===== config.mk =====
export PLATFORM = sky130hd
export DESIGN_NAME = instr_fetch_ctrl_flat
export DESIGN_NICKNAME = d
export VERILOG_FILES = /design/src/rtl/instr_fetch_if.sv /design/src/rtl/instr_fetch_ctrl.sv /design/src/flat_wrapper.sv
export SDC_FILE = /design/constraint.sdc
export NUM_CORES = 1
export LEC_CHECK = 0
export CORE_MARGIN = 4
export CORE_UTILIZATION = 38
export CTS_BUF_LIST = sky130_fd_sc_hd__clkbuf_2 sky130_fd_sc_hd__clkbuf_4 sky130_fd_sc_hd__clkbuf_8
export CTS_CLUSTER_SIZE = 40
export DETAILED_ROUTE_END_ITERATION = 8
export DONT_BUFFER_PORTS = 1
export PLACE_DENSITY = 0.54
export SETUP_SLACK_MARGIN = 0.4
export SYNTH_ARGS = -nofsm -noshare
export SYNTH_HDL_FRONTEND = slang
export SYNTH_SLANG_ARGS = --single-unit

===== constraint.sdc =====
create_clock -name clk -period 4 [get_ports clk]
set_input_delay 1 -clock clk [delete_from_list [all_inputs] [get_ports clk]]
set_output_delay 1 -clock clk [all_outputs]
set_load 0.005 [all_outputs]

===== src/rtl/instr_fetch_if.sv =====
// rtl/instr_fetch_if.sv - memory-read, redirect/halt and decode-handshake bundle of the fetch controller
interface instr_fetch_if #(
  parameter int INSTR_WIDTH = 32,
  parameter int ADDR_WIDTH  = 10,
  parameter int DEPTH       = 2
);
  localparam int CW = $clog2(DEPTH) + 1;

  logic [ADDR_WIDTH-1:0]  mem_addr;
  logic                   mem_re;
  logic [INSTR_WIDTH-1:0] mem_instr;
  logic                   halt;
  logic                   redirect_valid;
  logic [ADDR_WIDTH-1:0]  redirect_pc;
  logic                   out_valid;
  logic                   out_ready;
  logic [INSTR_WIDTH-1:0] out_instr;
  logic [ADDR_WIDTH-1:0]  out_pc;
  logic [CW-1:0]          fifo_count;

  modport slave (
    output mem_addr, mem_re, out_valid, out_instr, out_pc, fifo_count,
    input  mem_instr, halt, redirect_valid, redirect_pc, out_ready
  );

  modport master (
    input  mem_addr, mem_re, out_valid, out_instr, out_pc, fifo_count,
    output mem_instr, halt, redirect_valid, redirect_pc, out_ready
  );
endinterface


===== src/rtl/instr_fetch_ctrl.sv =====
// rtl/instr_fetch_ctrl.sv - fetch PC sequencer feeding a small {instr, pc} FIFO toward decode
module instr_fetch_ctrl #(
  parameter int                    INSTR_WIDTH = 32,
  parameter int                    ADDR_WIDTH  = 10,
  parameter logic [ADDR_WIDTH-1:0] RESET_PC    = '0,
  parameter int                    DEPTH       = 2
) (
  input  logic        clk,
  input  logic        rst,
  instr_fetch_if.slave bus
);
  localparam int PW = $clog2(DEPTH);
  localparam int CW = PW + 1;
  localparam int EW = INSTR_WIDTH + ADDR_WIDTH;

  typedef enum logic {
    S_RUN  = 1'b0,
    S_HALT = 1'b1
  } state_t;

  state_t                r_state;
  state_t                w_state_nxt;
  logic [ADDR_WIDTH-1:0] r_pc;
  logic [EW-1:0]         r_fifo [DEPTH];
  logic [PW-1:0]         r_wptr;
  logic [PW-1:0]         r_rptr;
  logic [CW-1:0]         r_count;

  logic                  w_out_valid;
  logic                  w_pop;
  logic                  w_has_room;
  logic                  w_issue;
  logic [ADDR_WIDTH-1:0] w_redir_pc;
  logic [EW-1:0]         w_head;

  always_ff @(posedge clk or posedge rst) begin
    if (rst) begin
      r_state <= S_RUN;
    end else begin
      r_state <= w_state_nxt;
    end
  end

  // Leaving HALT is registered, so issue restarts one cycle after halt drops.
  always_comb begin
    w_state_nxt = r_state;
    w_out_valid = 1'b0;
    w_pop       = 1'b0;
    w_has_room  = 1'b0;
    w_issue     = 1'b0;
    case (r_state)
      S_RUN:   if (bus.halt)  w_state_nxt = S_HALT;
      S_HALT:  if (!bus.halt) w_state_nxt = S_RUN;
      default: w_state_nxt = S_RUN;
    endcase
    w_out_valid = (r_count != '0) && !bus.redirect_valid;
    w_pop       = w_out_valid && bus.out_ready;
    w_has_room  = (r_count < CW'(DEPTH)) || w_pop;
    w_issue     = (r_state == S_RUN) && !bus.halt && !bus.redirect_valid && w_has_room && !rst;
  end

  assign w_redir_pc = bus.redirect_pc & ~ADDR_WIDTH'(3);
  assign w_head     = r_fifo[r_rptr];

  assign bus.mem_addr   = r_pc;
  assign bus.mem_re     = w_issue;
  assign bus.out_valid  = w_out_valid;
  assign bus.out_instr  = w_head[EW-1:ADDR_WIDTH];
  assign bus.out_pc     = w_head[ADDR_WIDTH-1:0];
  assign bus.fifo_count = r_count;

  always_ff @(posedge clk or posedge rst) begin
    if (rst) begin
      r_pc    <= RESET_PC;
      r_wptr  <= '0;
      r_rptr  <= '0;
      r_count <= '0;
      for (int i = 0; i < DEPTH; i++) begin
        r_fifo[i] <= '0;
      end
    end else if (bus.redirect_valid) begin
      r_pc    <= w_redir_pc;
      r_wptr  <= '0;
      r_rptr  <= '0;
      r_count <= '0;
    end else begin
      if (w_issue) begin
        r_fifo[r_wptr] <= {bus.mem_instr, r_pc};
        r_wptr         <= r_wptr + PW'(1);
        r_pc           <= r_pc + ADDR_WIDTH'(4);
      end
      if (w_pop) begin
        r_rptr <= r_rptr + PW'(1);
      end
      if (w_issue && !w_pop) begin
        r_count <= r_count + CW'(1);
      end else if (!w_issue && w_pop) begin
        r_count <= r_count - CW'(1);
      end
    end
  end
endmodule


===== src/flat_wrapper.sv =====
// flat-port wrapper written by rule: the top's interface ports become plain ports
module instr_fetch_ctrl_flat 
#(
  parameter int                    INSTR_WIDTH = 32,
  parameter int                    ADDR_WIDTH  = 10,
  parameter logic [ADDR_WIDTH-1:0] RESET_PC    = '0,
  parameter int                    DEPTH       = 2
)
  (clk, rst, bus_mem_addr, bus_mem_re, bus_out_valid, bus_out_instr, bus_out_pc, bus_fifo_count, bus_mem_instr, bus_halt, bus_redirect_valid, bus_redirect_pc, bus_out_ready);
  instr_fetch_if #(.INSTR_WIDTH(INSTR_WIDTH), .ADDR_WIDTH(ADDR_WIDTH), .DEPTH(DEPTH)) bus_i ();
  input  logic clk;
  input  logic rst;
  output wire logic [$bits(bus_i.mem_addr)-1:0] bus_mem_addr;
  output wire logic [$bits(bus_i.mem_re)-1:0] bus_mem_re;
  output wire logic [$bits(bus_i.out_valid)-1:0] bus_out_valid;
  output wire logic [$bits(bus_i.out_instr)-1:0] bus_out_instr;
  output wire logic [$bits(bus_i.out_pc)-1:0] bus_out_pc;
  output wire logic [$bits(bus_i.fifo_count)-1:0] bus_fifo_count;
  input wire logic [$bits(bus_i.mem_instr)-1:0] bus_mem_instr;
  input wire logic [$bits(bus_i.halt)-1:0] bus_halt;
  input wire logic [$bits(bus_i.redirect_valid)-1:0] bus_redirect_valid;
  input wire logic [$bits(bus_i.redirect_pc)-1:0] bus_redirect_pc;
  input wire logic [$bits(bus_i.out_ready)-1:0] bus_out_ready;
  assign bus_mem_addr = bus_i.mem_addr;
  assign bus_mem_re = bus_i.mem_re;
  assign bus_out_valid = bus_i.out_valid;
  assign bus_out_instr = bus_i.out_instr;
  assign bus_out_pc = bus_i.out_pc;
  assign bus_fifo_count = bus_i.fifo_count;
  assign bus_i.mem_instr = bus_mem_instr;
  assign bus_i.halt = bus_halt;
  assign bus_i.redirect_valid = bus_redirect_valid;
  assign bus_i.redirect_pc = bus_redirect_pc;
  assign bus_i.out_ready = bus_out_ready;
  instr_fetch_ctrl #(.INSTR_WIDTH(INSTR_WIDTH), .ADDR_WIDTH(ADDR_WIDTH), .RESET_PC(RESET_PC), .DEPTH(DEPTH)) u_core (.clk(clk), .rst(rst), .bus(bus_i));
endmodule

=== Word-level counts from Yosys, hierarchy flattened ===
Cells that the tools add are included.

* Bits in registers: 99

* $add $sub $neg: 5
* Reduce and logical (&&, ||, !) cells: 20
* Bitwise gates (word level): 4
* $lt $le $gt $ge: 4
* Mux-type cells: 16

{| class="wikitable"
|+ Operators with widths
! cell !! count
|-
| two-way mux 42 bit || 4
|-
| bitwise mux 84 bit || 1
|-
| demux 42 bit (select 1 bit) || 1
|-
| two-way mux 10 bit || 2
|-
| adder 10 x 3 -> 10 bit (second input constant) || 1
|-
| logical AND 1 bit || 9
|-
| two-way mux 2 bit || 3
|-
| nonzero test 2 bit || 3
|-
| logical NOT 1 bit || 5
|-
| two-way mux 1 bit || 5
|-
| >= comparator 2 bit (second input constant) || 2
|-
| NOT 1 -> 2 bit || 2
|-
| nonzero test 3 bit || 1
|-
| adder 1 bit (second input constant) || 2
|-
| adder 2 x 1 -> 2 bit (second input constant) || 1
|-
| < comparator 2 x 1 -> 1 bit (second input constant) || 1
|-
| < comparator 2 bit (second input constant) || 1
|-
| NOT 1 bit || 2
|-
| AND reduction 2 bit || 1
|-
| subtractor 2 x 1 -> 2 bit (second input constant) || 1
|-
| logical OR 1 bit || 1
|}

=== Depth between registers and ports, before layout ===
Gate-level depths: netlist (run 1).

* Word-level depth: 11
* Gate-level depth with buffers: 6
* Mapped depth without buffers: 5

=== Least setup slack after synthesis (run 1) ===
Ideal clock, no wire load.

* Kind: in2out
* Start: input rst
* End: output bus_mem_re
* Slack: 1.256 ns
* Data required time: 3.000 ns
* Stages: 3
* Buffers on the path: 1
* Data arrival time: 1.744 ns
* Path through: or3_1 buf_4 nor3_4

* Cells in the longest elaborated chain, start to end: 2

{| class="wikitable"
|+ Ends and longest elaborated chain
! what !! RTL line !! RTL
|-
| start: declaration || flat_wrapper.sv:12 || <nowiki>input logic rst;</nowiki>
|-
| logical NOT 1 bit || instr_fetch_ctrl.sv:59 || <nowiki>w_issue = (r_state == S_RUN) && !bus.halt && !bus.redirect_valid && w_has_room && !rst;</nowiki>
|-
| logical AND 1 bit || instr_fetch_ctrl.sv:59 ||
|-
| end: declaration || flat_wrapper.sv:14 || <nowiki>output wire logic [$bits(bus_i.mem_re)-1:0] bus_mem_re;</nowiki>
|}

No other way between the ends.

=== Worst setup path in the final report (run 1) ===
* Start: register u_core.r_rptr
* End: output bus_out_instr[9]

* Cells in the longest elaborated chain, start to end: 4

{| class="wikitable"
|+ Ends and longest elaborated chain
! what !! RTL line !! RTL
|-
| start: declaration || instr_fetch_ctrl.sv:26 || <nowiki>logic [PW-1:0] r_rptr;</nowiki>
|-
| start signal: assignment || instr_fetch_ctrl.sv:93 || <nowiki>r_rptr <= r_rptr + PW'(1);</nowiki>
|-
| NOT 1 -> 2 bit (implied by the code) || instr_fetch_ctrl.sv:63 || <nowiki>assign w_head = r_fifo[r_rptr];</nowiki>
|-
| two-way mux 42 bit (implied by the code) (3 in a row) || instr_fetch_ctrl.sv:63 ||
|-
| end: declaration || flat_wrapper.sv:16 || <nowiki>output wire logic [$bits(bus_i.out_instr)-1:0] bus_out_instr;</nowiki>
|}

No other way between the ends. The select of a mux whose other input is x is not followed.

==> out/results.tsv, run 1 <==
metric	value	unit
period utilization	72.3	%
layout cells sized above 1	47.2	%
fin nets	348	
RSZ-0062 raised after global routing	false	
H-tree lvl count	3	
Ports	103	
gp weighted congestion	0.693	
CTS tree	yes	
Yosys warnings	0	
Rows	38	
TritonRoute pass-1 iters	4	
Worst VDD drop	0.234	mV
Final Setup Violations	0	
Final ANT Viol Nets	0	
Cell Chain, Critical Path	mux2_2	
ys flop type	dfrtp_1	
Initial DRC Count	105	
Core Area	11100	um^2
startpoint class of the critical path	flip-flop	
maximum clock rate	0.346	GHz
full die area	13300	um^2
postcts setup bufs	0	
EDFF count, synth	0	
Hold Buf Count CTS	0	
Syn Inst Count	302	
final hold vios	0	
hold crit path type	flip-flop to flip-flop	
later-pin clock latency in the skew report	0.36	ns
number of global-route vias before repair	2584	
Slew Limit Fails	0	
vias	2301	
Port Buffer Count	0	
Slowest-stage cell, CP	dfrtp_2	
CP endpoint kind	output port	
global-route wire length before repair	13.9	mm
Die Span X	115	um
Hold Path Stages	1	
sequential area share after synthesis	53.0	%
DR WL/cell	19.1	um
Reg clk slew, reported paths	0.09	ns
clock buffer depth	2	
flops & latches, synth	93	
global route overflow	0	
pin count of the biggest net entering global routing	49	
Ant. Diodes	0	
Worst Path Required	3.00	ns
flop2flop setup slack	1.89	ns
post_cts resized	0	
asr flop ratio synth	100	%
DRC	0	
P_leak	2.15	nW
Slew @ Worst Pin	1.04	ns
Critical R2R Capture	u_core.r_fifo[34]	
synthesized area per cell	14.5	um^2
Clock Sinks	93	
Reg2Reg Depth	5	
Area growth syn-to-layout	6.53	%
power per cell area	456	nW/um^2
Die Y	115	um
max incr delay on CP	1.06	ns
TNS Setup	0	ns
CP top delay family	flip-flops	
Reg2Reg Launch Point	u_core.bus.fifo_count[1]	
MaxCap Viol Count	0	
post-DP HPWL	5.55	mm
initial antenna violation count	0	
Setup Skew	0.00561	ns
crit-path max FO	41	
Mapped Area	4390	um^2
DRT Wirelength	8.51	mm
status	completed	
cts bufs inserted	9	
final core occ	42.2	%
shortest period the worst path allows	2.89	ns
total track usage	13.5	%
library cells used by synthesis	33	
worst path arrival time	1.89	ns
crit path buf inv count	0	
Starting Density	39.6	%
Critical Path Start	u_core.r_rptr	
Crit Path Category	flip-flop to output port	
vias per cell	5.17	
Hold EP	u_core.r_fifo[77]	
hold path startpoint	u_core.r_fifo[77]	
max_slew headroom	30.7	%
clock root buffer	clkbuf_8	
## metrics by stage
step           power, mW  hold slack, ns  cell area, um^2  worst slack (ns)  cells
6_report            2.13           0.488             4680              1.11    445
5_1_grt             2.26           0.514             4680             0.964    445
4_1_cts             2.18           0.494             4680              1.03    445
3_5_place_dp        1.54           0.473             4490              1.09    429
2_1_floorplan       1.47           0.454             4400             0.580    305
3_3_place_gp        1.53           0.465             4490              1.09    429
## state kept, by name, summed over array words and instances, names as in the netlist
| name | count |
|---|---|
| u_core.r_fifo | 80 |
| u_core.bus.mem_addr | 8 |
| u_core.bus.fifo_count | 2 |
| u_core.r_rptr | 1 |
| u_core.r_state | 1 |
| u_core.r_wptr | 1 |
## synthesized netlist by cell type, types with 2 or more instances
| cell | count | share of area (%) |
|---|---|---|
| a21oi_1 | 4 | 0.46 |
| buf_4 | 9 | 1.5 |
| buf_6 | 4 | 1.0 |
| clkbuf_1 | 7 | 0.60 |
| dfrtp_1 | 93 | 53 |
| inv_1 | 2 | 0.17 |
| mux2_1 | 2 | 0.51 |
| mux2_2 | 78 | 20 |
| mux2_4 | 40 | 14 |
| mux2i_1 | 2 | 0.46 |
| nand2_1 | 10 | 0.86 |
| nand3_1 | 5 | 0.57 |
| nand4_1 | 2 | 0.28 |
| nor2_1 | 6 | 0.51 |
| nor2b_1 | 3 | 0.43 |
| nor3_1 | 5 | 0.57 |
| o21ai_0 | 8 | 0.91 |
| or3_1 | 2 | 0.28 |
| xnor2_1 | 3 | 0.60 |
| xor2_1 | 4 | 0.80 |
## metal layers
metal  vias to the layer above  share of wire, %  global-route usage [%]
met3                         8                10                    7.47
met1                      1161                42                    16.5
met5                         -                 0                       0
met4                         0               1.0                    3.29
met2                        72                47                    21.1
li1                       1060                 -                       -
## how the worst max path moves through the flow
stage / end / cells after the start / slack (ns)
after floorplan: u_core.bus.fifo_count[0] / 1 / 0.58
after global placement: bus_mem_re / 2 / 1.09
after detailed placement: bus_mem_re / 2 / 1.09
after CTS: bus_out_instr[20] / 1 / 1.03
after global routing: bus_out_pc[5] / 1 / 0.96
final: bus_out_instr[9] / 1 / 1.11
## cells by family after synthesis
group | share of synthesized area [%]
other | 0.0854
adders and majority gates | 0.285
xor gates and xnor gates | 1.40
and+or+nand+nor | 5.19
muxes | 34.7
buffers and inverters | 3.42
AOI/OAI and AO/OA | 1.97
DFF | 53.0
## area by class of cell
type | count | area, um^2
clock inverters | 7 | 66.3
multi-input cells | 189 | 1920
clock buffers | 9 | 124
fillers | 1028 | 6400
inverters | 2 | 8.76
flip-flops and latches | 93 | 2330
repair buffers | 5 | 50.0
well taps | 140 | 175
## worst register-to-register path: stages, from the launching register on
cell and delay (ns):
dfrtp_1 0.50, nor2b_1 0.56, nor3_4 0.10, nand2_2 0.10, buf_4 0.37, mux2_4 0.36
## placed cells by master (no fill, tap or decap), types with 2 or more instances in the layout
master,count
mux2i_1,2
dfrtp_1,92
buf_4,4
nand3_1,5
xnor2_1,3
nor2b_1,3
mux2_1,2
nand4_1,2
nor2_1,6
mux2_2,78
o21ai_0,8
conb_1,4
a21oi_1,4
clkinv_2,5
or3_1,2
mux2_4,40
clkbuf_8,9
nand2_1,10
nor3_1,5
xor2_1,4
## report_power, final
group | total, mW | internal (mW) | switching [mW]
combinational | 0.343 | 0.213 | 0.130
sequential | 1.17 | 1.08 | 0.0875
clock | 0.621 | 0.286 | 0.336
total | 2.13 | 1.58 | 0.553
Note: power is estimated with default switching activity, not from simulation.
==> run 2, diff against run 1 <==
clock period = 2.7 ns   (was 4 ns; I/O delays follow)
==> run 2 against run 1 <==
Effect of this change: largest cell class unchanged; largest power group unchanged; register-to-register slack worse by 1.1 ns; sequential power is 47% higher; die area stayed put; critical path depth is 1 higher; count of clock-buffer cells in the layout is 2 higher; highest routed layer unchanged; critical path type unchanged.
==> out/results.tsv, run 2 (synthesis gave the netlist of run 1 again) <==
metric	value	unit
Final ANT Viol Nets	0	
Ports	103	
shortest period the worst path allows	2.15	ns
number of global-route vias before repair	2605	
Port Buffer Count	0	
Critical Path Start	u_core.r_rptr	
Initial DRC Count	82	
Power, Total	3.09	mW
max incr delay on CP	0.41	ns
met2 routed WL	3.96	mm
pre-CTS setup slack	0.237	ns
final hold vios	0	
Final Setup Violations	0	
crit-path max FO	24	
later-pin clock latency in the skew report	0.36	ns
flop2flop setup slack	0.75	ns
vias	2324	
RSZ-0062 raised after global routing	false	
Final WS setup	0.546	ns
Routed met3 length	840	um
full die area	13300	um^2
Slew Limit Fails	0	
WL met1	3.56	mm
layout cells sized above 1	47.9	%
Starting Density	39.6	%
maximum clock rate	0.464	GHz
TritonRoute pass-1 iters	4	
Rows	38	
Fillers	1035	
MaxCap Viol Count	0	
period utilization	79.8	%
global route overflow	0	
Cell Chain, Critical Path	buf_4, mux2_2	
Critical R2R Capture	u_core.r_fifo[68]	
commonest non-fill, non-tap cell in the layout	dfrtp_1	
Slowest-stage cell, CP	mux2_2	
TNS Setup	0	ns
post-DP HPWL	5.49	mm
CP endpoint kind	output port	
postcts setup bufs	0	
Setup Skew	0.0101	ns
power per cell area	657	nW/um^2
Area growth syn-to-layout	7.04	%
number of flip-flops in the largest register	80	
total track usage	13.7	%
Core Area	11100	um^2
highest-count cells in the layout ignoring fill and taps	92 x dfrtp_1, 78 x mux2_2, 40 x mux2_4	
uppermost layer routed	met4	
global-route wire length before repair	13.9	mm
Most flops, register	u_core.r_fifo	
Die Span X	115	um
fin nets	351	
Reg clk slew, reported paths	0.09	ns
CP endpoint	bus_out_instr[21]	
clock root buffer	clkbuf_8	
status	completed	
DR WL/cell	19.0	um
H-tree lvl count	3	
startpoint class of the critical path	flip-flop	
cts bufs inserted	9	
DRT Wirelength	8.50	mm
Reg2Reg Launch Point	u_core.r_state	
Slew @ Worst Pin	0.505	ns
pin count of the biggest net entering global routing	94	
gp weighted congestion	0.702	
hold crit path type	primary input to async pin	
Worst Path Required	2.03	ns
Ant. Diodes	0	
max_slew headroom	66.3	%
initial antenna violation count	0	
DRC	0	
Clock Sinks	93	
Reg2Reg Depth	4	
Worst VDD drop	0.388	mV
Die Y	115	um
clock buffer depth	2	
Hold Buf Count CTS	0	
vias per cell	5.20	
P_leak	2.15	nW
CTS tree	yes	
Crit Path Category	flip-flop to output port	
worst path arrival time	1.48	ns
-- run 2: power breakdown --
| group | total [mW] | internal (mW) | switching [mW] |
|---|---|---|---|
| combinational | 0.520 | 0.319 | 0.201 |
| clock | 0.845 | 0.362 | 0.483 |
| sequential | 1.72 | 1.60 | 0.120 |
| total | 3.09 | 2.28 | 0.804 |
-- run 2: final cells by class --
| class | instances | area [um^2] | share of cell area, % |
|---|---|---|---|
| Clock buffer | 11 | 145 | 3.09 |
| Sequential cell | 93 | 2330 | 49.5 |
| Tap cell | 140 | 175 | 3.73 |
| Clock inverter | 4 | 25.0 | 0.532 |
| Inverter | 2 | 11.3 | 0.240 |
| Timing Repair Buffer | 8 | 85.1 | 1.81 |
| Multi-Input combinational cell | 189 | 1930 | 41.1 |
-- run 2: timing repair --
item,4_1_cts,5_1_grt
endpoints found under the hold margin,0,0
setup endpoints to repair,1,0
resized for setup,1,0
-- run 2: how the worst min path moves through the flow --
stage,cells after the start,start,endpoint,slack [ns]
after CTS,0,bus_halt,u_core.r_state,0.30
final,2,rst,u_core.bus.fifo_count[1],0.32
after floorplan,1,u_core.r_fifo[77],u_core.r_fifo[77],0.45
after global placement,1,u_core.r_fifo[78],u_core.r_fifo[78],0.46
after global routing,0,bus_halt,u_core.r_state,0.29
after detailed placement,1,u_core.r_fifo[78],u_core.r_fifo[78],0.48
-- run 2: routing by layer --
| layer | global-route usage [%] | vias to the layer above |
|---|---|---|
| li1 | - | 1065 |
| met1 | 16.2 | 1171 |
| met4 | 5.24 | 0 |
| met5 | 0 | - |
| met3 | 6.27 | 16 |
| met2 | 21.8 | 72 |
-- run 2: critical path: cells and delay by family, from the launching register on --
| family | cells | cell delay (ns) |
|---|---|---|
| buf+inv | 1 | 0.33 |
| flops | 1 | 0.37 |
| mux | 1 | 0.41 |
-- run 2: stage by stage --
stage | util (%) | instance area (um^2) | instances | hold slack [ns]
after floorplan | - | 4410 | 305 | 0.454
after global placement | 40.8 | 4520 | 432 | 0.465
after detailed placement | 40.8 | 4520 | 432 | 0.480
after CTS | 42.4 | 4700 | 447 | 0.297
after global routing | 42.4 | 4700 | 447 | 0.294
final | 42.4 | 4700 | 447 | 0.319
==> run 3, diff against run 2 <==
clock period = 2.23 ns   (was 2.7 ns; I/O delays follow)
==> run 3 against run 2 <==
Effect of this change: final area grew 18%; core utilization grew 7.7 points; sequential share of layout area shrank 7.6 points; first-iteration DRC count grew 40%; flip-flop and latch count is the same; count of clock-buffer cells in the layout shrank 1; clock skew grew 0.0014 ns; cell count grew 6.5%; die area is the same; critical path type unchanged; critical endpoint is now bus_mem_re.
==> out/results.tsv, run 3 (synthesis gave the netlist of run 1 again) <==
metric	value	unit
clock share of power	30.5	%
Final WS setup	0.237	ns
M3 GR Usage	6.11	%
post-DP HPWL	5.59	mm
Psw	1.08	mW
Power, Total	4.27	mW
Worst VDD drop	0.470	mV
Slew Limit Fails	0	
layout cells sized above 1	54.2	%
met2 Use GR	22.5	%
worst path arrival time	1.44	ns
total track usage	14.1	%
Reg clk slew, reported paths	0.09	ns
crit-path max FO	2	
commonest non-fill, non-tap cell in the layout	mux2_4	
final hold vios	0	
Slew @ Worst Pin	0.541	ns
Final ANT Viol Nets	0	
period utilization	89.4	%
cts bufs inserted	9	
shortest period the worst path allows	1.99	ns
TNS Setup	0	ns
fin nets	379	
Port Buffer Count	0	
number of global-route vias before repair	2663	
MaxCap Viol Count	0	
global-route wire length before repair	14.6	mm
combinational power share	20.0	%
startpoint class of the critical path	flip-flop	
Core Area	11100	um^2
TritonRoute pass-1 iters	4	
gp weighted congestion	0.699	
Fillers	966	
Initial DRC Count	115	
clock root buffer	clkbuf_8	
vias per cell	5.22	
max_slew headroom	63.9	%
Hold WS	0.162	ns
Worst Path Required	1.67	ns
DRT Wirelength	10.2	mm
initial antenna violation count	0	
DRC	0	
highest-count cells in the layout ignoring fill and taps	103 x mux2_4, 92 x dfrtp_1, 17 x mux2_2	
full die area	13300	um^2
Ant. Diodes	0	
vias	2486	
sequential power share	49.4	%
Top Usage Layer GRT	met2	
Setup Skew	0.0115	ns
Die Y	115	um
Final Setup Violations	0	
Clock Sinks	93	
clock buffer depth	2	
Most flops, register	u_core.r_fifo	
Switching Share	25.2	%
CP endpoint kind	output port	
hold crit path type	primary input to async pin	
Starting Density	39.6	%
DR WL/cell	21.3	um
P_leak	2.63	nW
maximum clock rate	0.502	GHz
pin count of the biggest net entering global routing	94	
pre-CTS setup slack	0.0553	ns
final core occ	50.2	%
global route overflow	0	
Area growth syn-to-layout	26.6	%
number of flip-flops in the largest register	80	
Hold Buf Count CTS	0	
Pint	3.19	mW
CTS tree	yes	
power per cell area	769	nW/um^2
status	completed	
RSZ-0062 raised after global routing	true	
Rows	38	
Crit Path Category	flip-flop to output port	
H-tree lvl count	3	
later-pin clock latency in the skew report	0.36	ns
Die Span X	115	um
Ports	103	
met1 usage	17.8	%
==> run 3: changes by cell type in the layout (fill, tap and decap cells not counted), sizes merged <==
cell	change
clkinvlp	-1
buf	+20
bufinv	+2
clkinv	-1
clkbuf	+7
inv	+2
==> run 3: final timing paths <==
kind                                   from                end  slack, ns  depth (start not counted)
min in group clk                   bus_halt     u_core.r_state       0.22                          0
hold / removal                          rst     u_core.r_state       0.16                          2
setup reg to reg             u_core.r_state  u_core.r_fifo[78]       0.27                          8
setup / recovery             u_core.r_state         bus_mem_re       0.24                          3
max in group asynchronous               rst  u_core.r_fifo[40]       1.61                          2
hold reg to reg            u_core.r_fifo[7]   u_core.r_fifo[7]       0.51                          1
==> run 3: what timing repair did <==
item,CTS,global route
endpoints found under the setup margin,118,119
buffers inserted,8,4
gates cloned,4,9
pin swaps,1,0
gates resized for setup,13,71
==> run 3: final cells by class <==
cell class              count  area (um^2)  area share (%)
flip-flops and latches     93         2330            41.9
multi-input cells         189         2200            39.6
repair buffers             36          612            11.0
well taps                 140          175            3.15
clock buffers              10          138            2.48
clock inverters             6         93.8            1.69
inverters                   2         11.3           0.203
==> run 3: power by group through the flow <==
stage          Combinational, mW  Sequential, mW  Clock, mW
3_3_place_gp               0.664            2.11          0
3_5_place_dp               0.674            2.13          0
6_report                   0.855            2.11       1.30
5_1_grt                    0.920            2.15       1.41
2_1_floorplan              0.582            2.08          0
4_1_cts                    0.705            2.10       1.35
==> run 3: stage by stage <==
stage,std cells,area (um^2)
global placement,435,4610
floorplan,305,4460
detailed placement,435,4610
global route,476,5560
finish,476,5560
CTS,463,5050
==> run 3: metal layers <==
layer	vias up	part of all wire (%)
li1	1127	-
met1	1277	44
met2	73	46
met3	9	8.2
met4	0	1.0
met5	-	0
==> run 3: critical path, cell delays in order (launching register included) <==
cell and delay, ns:
dfrtp_1 0.39, or3_4 0.40, nor3_4 0.16, buf_6 0.13
